--- src/rtl/spi_slave.sv ---
// ============================================================================
// Module   : spi_slave
// Purpose  : 16-bit SPI slave (SCLK idle low). Captures MOSI on the falling
//            edge of SCLK and shifts MISO out MSB first. All master-side
//            inputs are asynchronous to clk and are resynchronised inside.
// Revision : 1.0  initial release
// ----------------------------------------------------------------------------
// Ports
//   clk      in   1   system clock, all logic on posedge
//   rst_n    in   1   synchronous active-low reset
//   SS_n     in   1   slave select (async, active low)
//   SCLK     in   1   SPI clock (async, idle low, period >= 8 clk)
//   MOSI     in   1   serial data from master (async, MSB first)
//   MISO     out  1   serial data to master, MSB first
//   tx_data  in   16  response word, captured when the frame starts
//   rx_data  out  16  last complete word received
//   rdy      out  1   one-clk pulse, rx_data just updated
// ----------------------------------------------------------------------------
// Build option
//   SPI_SLAVE_TRISTATE_EN : when defined, MISO floats (1'bz) while the
//                           synchronised SS_n is high and during reset.
//                           When undefined, MISO is driven 0 while not
//                           selected.
// ============================================================================
`default_nettype none

module spi_slave (
  input  logic        clk,
  input  logic        rst_n,
  input  logic        SS_n,
  input  logic        SCLK,
  input  logic        MOSI,
  output logic        MISO,
  input  logic [15:0] tx_data,
  output logic [15:0] rx_data,
  output logic        rdy
);

  localparam logic [1:0] IDLE       = 2'd0;
  localparam logic [1:0] SHIFT      = 2'd1;
  localparam logic [1:0] WAIT_DESEL = 2'd2;

  localparam logic [3:0] LAST_BIT   = 4'd15;
  localparam logic [1:0] FLUSH_DONE = 2'd3;

  // --------------------------------------------------------------------------
  // Input synchronisers: two flops for metastability plus one history flop.
  // All three inputs use the same depth so MOSI stays aligned with SCLK.
  // --------------------------------------------------------------------------
  logic ss_meta,   ss_sync,   ss_hist;
  logic sclk_meta, sclk_sync, sclk_hist;
  logic mosi_meta, mosi_sync, mosi_hist;

  always_ff @(posedge clk) begin
    if (!rst_n) begin
      ss_meta   <= 1'b1;
      ss_sync   <= 1'b1;
      ss_hist   <= 1'b1;
      sclk_meta <= 1'b0;
      sclk_sync <= 1'b0;
      sclk_hist <= 1'b0;
      mosi_meta <= 1'b0;
      mosi_sync <= 1'b0;
      mosi_hist <= 1'b0;
    end else begin
      ss_meta   <= SS_n;
      ss_sync   <= ss_meta;
      ss_hist   <= ss_sync;
      sclk_meta <= SCLK;
      sclk_sync <= sclk_meta;
      sclk_hist <= sclk_sync;
      mosi_meta <= MOSI;
      mosi_sync <= mosi_meta;
      mosi_hist <= mosi_sync;
    end
  end

  // --------------------------------------------------------------------------
  // The synchronisers reset to "deselected". If SS_n is actually low when
  // reset is released, the reset value draining out of the chain would look
  // like a genuine SS_n fall and start a frame half way through. Edges are
  // only trusted once the chain has been refilled from the real pins.
  // --------------------------------------------------------------------------
  logic [1:0] flush_cnt;
  logic       sync_live;

  always_ff @(posedge clk) begin
    if (!rst_n) begin
      flush_cnt <= 2'd0;
    end else if (flush_cnt != FLUSH_DONE) begin
      flush_cnt <= flush_cnt + 2'd1;
    end
  end

  assign sync_live = (flush_cnt == FLUSH_DONE);

  logic ss_fall;
  logic ss_rise;
  logic sclk_fall;

  assign ss_fall   = sync_live &  ss_hist & ~ss_sync;
  assign ss_rise   = sync_live & ~ss_hist &  ss_sync;
  assign sclk_fall = sclk_hist & ~sclk_sync;

  // --------------------------------------------------------------------------
  // Frame state machine and shift registers
  // --------------------------------------------------------------------------
  logic [1:0]  state;
  logic [3:0]  bit_cnt;
  logic [15:0] rx_shift;
  logic [15:0] tx_shift;
  logic [15:0] rx_next;

  // Word as it stands once the current MOSI bit is appended.
  assign rx_next = {rx_shift[14:0], mosi_sync};

  always_ff @(posedge clk) begin
    if (!rst_n) begin
      state    <= IDLE;
      bit_cnt  <= 4'd0;
      rx_shift <= 16'h0000;
      tx_shift <= 16'h0000;
      rx_data  <= 16'h0000;
      rdy      <= 1'b0;
    end else begin
      rdy <= 1'b0;
      case (state)
        IDLE: begin
          // A coincident SCLK fall is deliberately not counted here: the
          // frame only begins with the first fall seen in SHIFT.
          if (ss_fall) begin
            state    <= SHIFT;
            tx_shift <= tx_data;
            bit_cnt  <= 4'd0;
          end
        end

        SHIFT: begin
          if (ss_rise) begin
            // Master gave up early: drop the partial word silently.
            state <= IDLE;
          end else if (sclk_fall) begin
            rx_shift <= rx_next;
            tx_shift <= {tx_shift[14:0], 1'b0};
            bit_cnt  <= bit_cnt + 4'd1;
            if (bit_cnt == LAST_BIT) begin
              rx_data <= rx_next;
              rdy     <= 1'b1;
              state   <= WAIT_DESEL;
            end
          end
        end

        WAIT_DESEL: begin
          // Extra SCLK edges are ignored until the master deselects; the
          // shift registers are frozen so MISO holds.
          if (ss_rise) begin
            state <= IDLE;
          end
        end

        default: begin
          state <= IDLE;
        end
      endcase
    end
  end

  // --------------------------------------------------------------------------
  // MISO drive. Gating on state keeps stale shift-register contents (for
  // example after an aborted frame) off the line before a new frame loads.
  // --------------------------------------------------------------------------
  logic selected;

  assign selected = ~ss_sync & (state != IDLE);

`ifdef SPI_SLAVE_TRISTATE_EN
  assign MISO = (!rst_n || ss_sync) ? 1'bz : (selected ? tx_shift[15] : 1'b0);
`else
  assign MISO = selected ? tx_shift[15] : 1'b0;
`endif

  // History flop on MOSI exists only to keep all three chains the same
  // depth; its value is not otherwise needed.
  logic unused_ok;
  assign unused_ok = mosi_hist;

endmodule

`default_nettype wire

--- config.mk ---
export PLATFORM = sky130hd
export DESIGN_NAME = spi_slave
export DESIGN_NICKNAME = d
export VERILOG_FILES = /design/src/rtl/spi_slave.sv
export SDC_FILE = /design/constraint.sdc
export NUM_CORES = 1
export LEC_CHECK = 0
export ABC_AREA = 0
export CELL_PAD_IN_SITES_DETAIL_PLACEMENT = 1
export CELL_PAD_IN_SITES_GLOBAL_PLACEMENT = 1
export CORE_UTILIZATION = 24
export CTS_CLUSTER_DIAMETER = 30
export DETAILED_ROUTE_END_ITERATION = 10
export HOLD_SLACK_MARGIN = 0.08
export PLACE_DENSITY_LB_ADDON = 0.25
export SLEW_MARGIN = 20
export SYNTH_ARGS = -nofsm -noshare
export SYNTH_HDL_FRONTEND = slang
export SYNTH_SLANG_ARGS = --single-unit
--- constraint.sdc ---
create_clock -name clk -period 1.7 [get_ports clk]
set_input_delay 0.51 -clock clk [delete_from_list [all_inputs] [get_ports clk]]
set_output_delay 0.51 -clock clk [all_outputs]
set_load 0.01 [all_outputs]
# --- Word level (Yosys, flattened, before mapping) ---
# Cells that the tools add are included.
word_totals:
  reg_bits: 64
  input_bits: 21
  out_inout_bits: 18
  word_cells: 65
classes:
  n_addsub: 2
  eq_ne: 11
  mux: 16
  bitwise_logic: 13
  n_reduce_logical: 8
op_table:
  columns: ["cell", "n"]
  rows:
  - ["$mux W16", 3]
  - ["$pmux W16 S2", 1]
  - ["$mux W4", 3]
  - ["$reduce_and A4 Y1", 3]
  - ["$mux W2", 5]
  - ["$ne A2 B2 Y1 const B", 5]
  - ["$pmux W4 S2", 1]
  - ["$not A1 Y1", 7]
  - ["$and A1 B1 Y1", 6]
  - ["$ne A3 B3 Y1 const B", 2]
  - ["$pmux W2 S3", 1]
  - ["$add A4 B1 Y4 const B", 1]
  - ["$eq A2 B2 Y1 const B", 2]
  - ["$eq A4 B4 Y1 const B", 1]
  - ["$reduce_bool A2 Y1", 2]
  - ["$reduce_or A4 Y1", 1]
  - ["$reduce_and A3 Y1", 1]
  - ["$add A2 B1 Y2 const B", 1]
  - ["$eq A2 B1 Y1 const B", 1]
  - ["$logic_not A2 Y1", 1]
  - ["$mux W1", 2]

# --- Depth between registers and ports, before layout ---
depth:
  depth_word: 5
  mapped_depth: 8
  ltp_nobuf: 5

# --- Least setup slack after synthesis ---
# No wires, ideal clock.
synth_timing:
  path_type: "reg-to-reg"
  start: "register flush_cnt[0]"
  end: "register tx_shift[10]"
  setup_ns: 0.131
  arrival_ns: 1.556
  required_ns: 1.569
  slack_ns: 0.012
  path_stages_with_launch: 8
  n_path_buf: 3
  period_less_slack_ns: 1.688
  path_cell_list: "dfxtp_1 > ha_1 > buf_2 > and4bb_1 > a311oi_2 > buf_6 > buf_2 > o41ai_1"
synth_via:
  elab_chain_len: 5
  word_cells_on_any_way: 8
  cone_classes: "3 x eq/ne; 4 x bitwise; 1 x reduce/logical"
synth_rtl:
  columns: ["element", "line_no", "rtl"]
  rows:
  - ["start: declaration", "84", "logic [1:0] flush_cnt;"]
  - ["start signal: assignment", "91", "flush_cnt <= flush_cnt + 2'd1;"]
  - ["$eq A2 B2 Y1 *", "95", "assign sync_live = (flush_cnt == FLUSH_DONE);"]
  - ["$and A1 B1 Y1 (on tied branches) (2 in a row)", "102, 101", null]
  - ["$ne A2 B2 Y1 (no line)", null, null]
  - ["$reduce_and A4 Y1 (no line) *", null, null]
  - ["end signal: assignment", "133", "tx_shift <= tx_data;"]
  - ["end signal: assignment", "144", "tx_shift <= {tx_shift[14:0], 1'b0};"]
  - ["end: declaration", "111", "logic [15:0] tx_shift;"]
# Every way passes the cells marked *; elsewhere a longest branch is shown, timed or not.
# A chain may end at the register's enable or synchronous reset.

# --- Final worst setup path ---
layout_timing:
  start: "register state[0]"
  end: "register bit_cnt[0]"
layout_via:
  elab_chain_len: 3
  word_cells_on_any_way: 8
  cone_classes: "4 x eq/ne; 1 x mux; 3 x reduce/logical"
layout_rtl:
  columns: ["element", "line_no", "rtl"]
  rows:
  - ["start: declaration", "108", "logic [1:0] state;"]
  - ["start signal: assignment", "119", "state <= IDLE;"]
  - ["start signal: assignment", "132", "state <= SHIFT;"]
  - ["start signal: assignment", "141", "state <= IDLE;"]
  - ["$eq A2 B1 Y1 or $logic_not A2 Y1 (tied branches)", "127", "case (state)"]
  - ["$ne A2 B2 Y1 (no line) or $reduce_bool A2 Y1 (tied branches)", null, null]
  - ["$reduce_and A4 Y1 (no line)", null, null]
  - ["end signal: assignment", "145", "bit_cnt <= bit_cnt + 4'd1;"]
  - ["end: declaration", "109", "logic [3:0] bit_cnt;"]
# Parallel ways exist; a longest one is shown, timed or not.

==> impl_metrics.yaml <==
timing:
  fmaxAchievable_mhz: 601
  setup_viol: 0
  period_minus_slack_ns: 1.66
  final_max_slew_viol_count: 0
  hold_ws_ns: 0.437
  tightest_slew_ns: 0.317
  finClkSkew_ns: 0.00778
  maxSlewHeadroom_pct: 78.9
  hold_viol: 0
  finalCritPeriodShare_pct: 97.9
floorplanning:
  num_rows: 38
  ioPinCount: 39
  die_y_microns: 107
  die_area_sq_um: 11500
  die_w_microns: 107
  core_area_sq_um: 10800
  start_util_pct: 24.6
yosys:
  synth_compound_area_share_pct: 13.5
  synth_seq_cells: 64
  synth_adder_area_share_pct: 0.944
  synth_edf_count: 0
  synth_cells: 255
  synth_area_sq_um: 2650
  synth-async-reset-ratio_pct: 0
  syn_avg_cell_area_sq_um: 10.4
  ys_seq_area_share_pct: 48.3
  synth_top_family_by_area: "multiplexers"
  synth_nets: 278
  synth.mux.area_fraction_pct: 17.7
  synth.distinct_cells: 38
  yosys.area_share.simple_pct: 14.0
  synth_xor_area_share_pct: 0.330
  synth-main-ff-cell: "dfxtp_1"
  yosys_warnings: 0
cts:
  htreeDepth: 3
  clockBufferDepth: 2
  cts_buffers: 9
  clk_pin_slew_ns: 0.08
  clk_latency_ns: 0.33
  clock_sinks: 64
  cts_tree: "yes"
  cts_root_buf: "clkbuf_8"
grt:
  busiest_layer: "met2"
  grt_max_degree: 46
  grt_util_met2_pct: 17.0
  grtUsageMet1_pct: 13.9
  antenna_found_initial: 0
  grt_overflow: 0
  grt_pass1_wl_microns: 9800
  grt_usage_pct: 11.0
  grt_use_met3_pct: 2.86
  grt_pass1_vias: 2055
layout:
  nets: 329
  layout.cells.non_filler: 451
  diodes: 0
  area.growth.synth_to_final_pct: 36.3
  multi_input_area_sq_um: 1280
  seq_area_sq_um: 1280
  nFillCells: 1193
  final_area_sq_um: 3610
  drive_gt1_share_pct: 18.3
place:
  dpl_cell_area_sq_um: 3310
  portBuffers: 38
  hpwl_microns: 3850
  dp.cells: 429
  gp_congestion: 0.677
setup_path:
  crit_type: "register to register"
  critPathRequiredTime_ns: 1.98
  path_delay_family: "simple AND/OR/NAND/NOR gates"
  endpoint_kind: "register"
  critPathBufInv: 2
  max_stage_delay_ns: 0.47
  worstPathCellList: "buf_6, and4bb_1, a311oi_4, buf_12, or4b_4, a21oi_2"
  critPathMaxFanout: 8
  worstPathArrival_ns: 1.94
  cpMaxStageDelayCell: "or4b_4"
  start_kind: "register"
detailed_routing:
  drc_errors: 0
  drtIter0Drc: 50
  routed_via_density: 4.57
  vias: 2061
  routedWlPerCell_microns: 13.4
  first_pass_iters: 7
  ant_nets: 0
  wl_microns: 6030
outcome:
  outcome: "completed"
pwr:
  leakage_nw: 1.73
  power_density_nw_per_um2: 885
  power_mw: 3.20
  vdd.ir_drop.worst_mv: 0.312
flow_run:
  maxCapViolCount: 0
hold_path:
  hold_class: "register to register"
==> final timing paths <==
| path | startpoint | to | slack [ns] | cells past startpoint |
|---|---|---|---|---|
| setup / recovery | state[0]$_SDFFE_PN0P_ | bit_cnt[0]$_SDFFE_PN0P_ | 0.04 | 6 |
| hold / removal | mosi_meta$_SDFF_PN0_ | mosi_sync$_SDFF_PN0_ | 0.44 | 1 |
| setup reg to reg | state[0]$_SDFFE_PN0P_ | bit_cnt[0]$_SDFFE_PN0P_ | 0.04 | 6 |
| hold reg to reg | mosi_meta$_SDFF_PN0_ | mosi_sync$_SDFF_PN0_ | 0.44 | 1 |
==> timing repair <==
action,in CTS,in global routing
gates cloned,0,2
hold buffers,0,0
setup buffers,0,4
endpoints found under the setup margin,36,48
resized for setup,19,16
pin swaps,1,7
==> flip-flops by register name, indices dropped and copies added (netlist names) <==
name / flops
sclk_hist: 1
mosi_meta: 1
rdy: 1
tx_shift: 16
sclk_sync: 1
sclk_meta: 1
state: 2
mosi_sync: 1
rx_data: 16
ss_meta: 1
bit_cnt: 4
ss_hist: 1
rx_shift: 15
ss_sync: 1
flush_cnt: 2
==> where the power goes <==
group	switching [mW]	internal, mW	total [mW]	leakage, nW
Combinational	0.0921	0.122	0.214	1.10
Clock	0.616	0.828	1.44	0.110
Sequential	0.0183	1.52	1.54	0.518
Total	0.727	2.47	3.20	1.73
==> per-layer routing <==
metal,up-vias,wire length [microns]
met3,12,201
met2,28,2720
met4,0,120
met1,990,2990
li1,1031,-
met5,-,0
==> kinds of logic (layout without fill, tap and decap cells) <==
logic type	Yosys count	count (layout)
mux	47	47
simple gates	71	71
xor+xnor	1	1
fa+ha+maj	2	2
flops	64	64
buf+inv	25	81
compound gates	45	45
==> cells in the mapped netlist (3+ instances only) <==
library cell | number | area share [%]
and2_1 | 6 | 1.4
buf_2 | 7 | 1.3
buf_4 | 3 | 0.85
buf_6 | 3 | 1.3
clkbuf_1 | 9 | 1.3
dfxtp_1 | 64 | 48
mux2i_1 | 47 | 18
nand2_1 | 4 | 0.57
nand2b_1 | 7 | 1.7
nand3b_1 | 3 | 0.85
nor2_1 | 35 | 5.0
o211ai_1 | 16 | 4.5
o21ai_0 | 3 | 0.57
o41ai_1 | 15 | 5.0
==> cells in the final DEF, fill, tap and decap left out, drive strengths merged, types with 2 or more instances in the layout <==
master and count:
ha 2, and2 6, nand3b 3, or4 2
a21oi 3, nor2b 2, buf 27, o41ai 15
nand2b 7, nor2 35, o21ai 5, clkinv 4
dfxtp 64, clkdlybuf4s50 20, nand2 4, o211ai 16
nand3 3, and4b 2, dlygate4sd2 16, mux2i 47
clkbuf 9, a31oi 2, bufinv 2
==> final cells by class <==
cell class	instances	area share [%]
Sequential cell	64	35.5
Multi-Input combinational cell	166	35.3
Timing Repair Buffer	64	18.1
Tap cell	140	4.85
Clock buffer	9	3.43
Clock inverter	7	2.63
Inverter	1	0.104
==> through the flow <==
stage	utilization (%)	worst slack [ns]	setup TNS, ns
detailed placement	30.7	-0.110	-1.39
CTS	32.5	-0.0624	-0.615
global placement	30.7	-0.0445	-0.529
global route	33.5	-0.0153	-0.0823
floorplan	-	0.0124	0
finish	33.5	0.0360	0
Note: power is estimated with default switching activity, not from simulation.
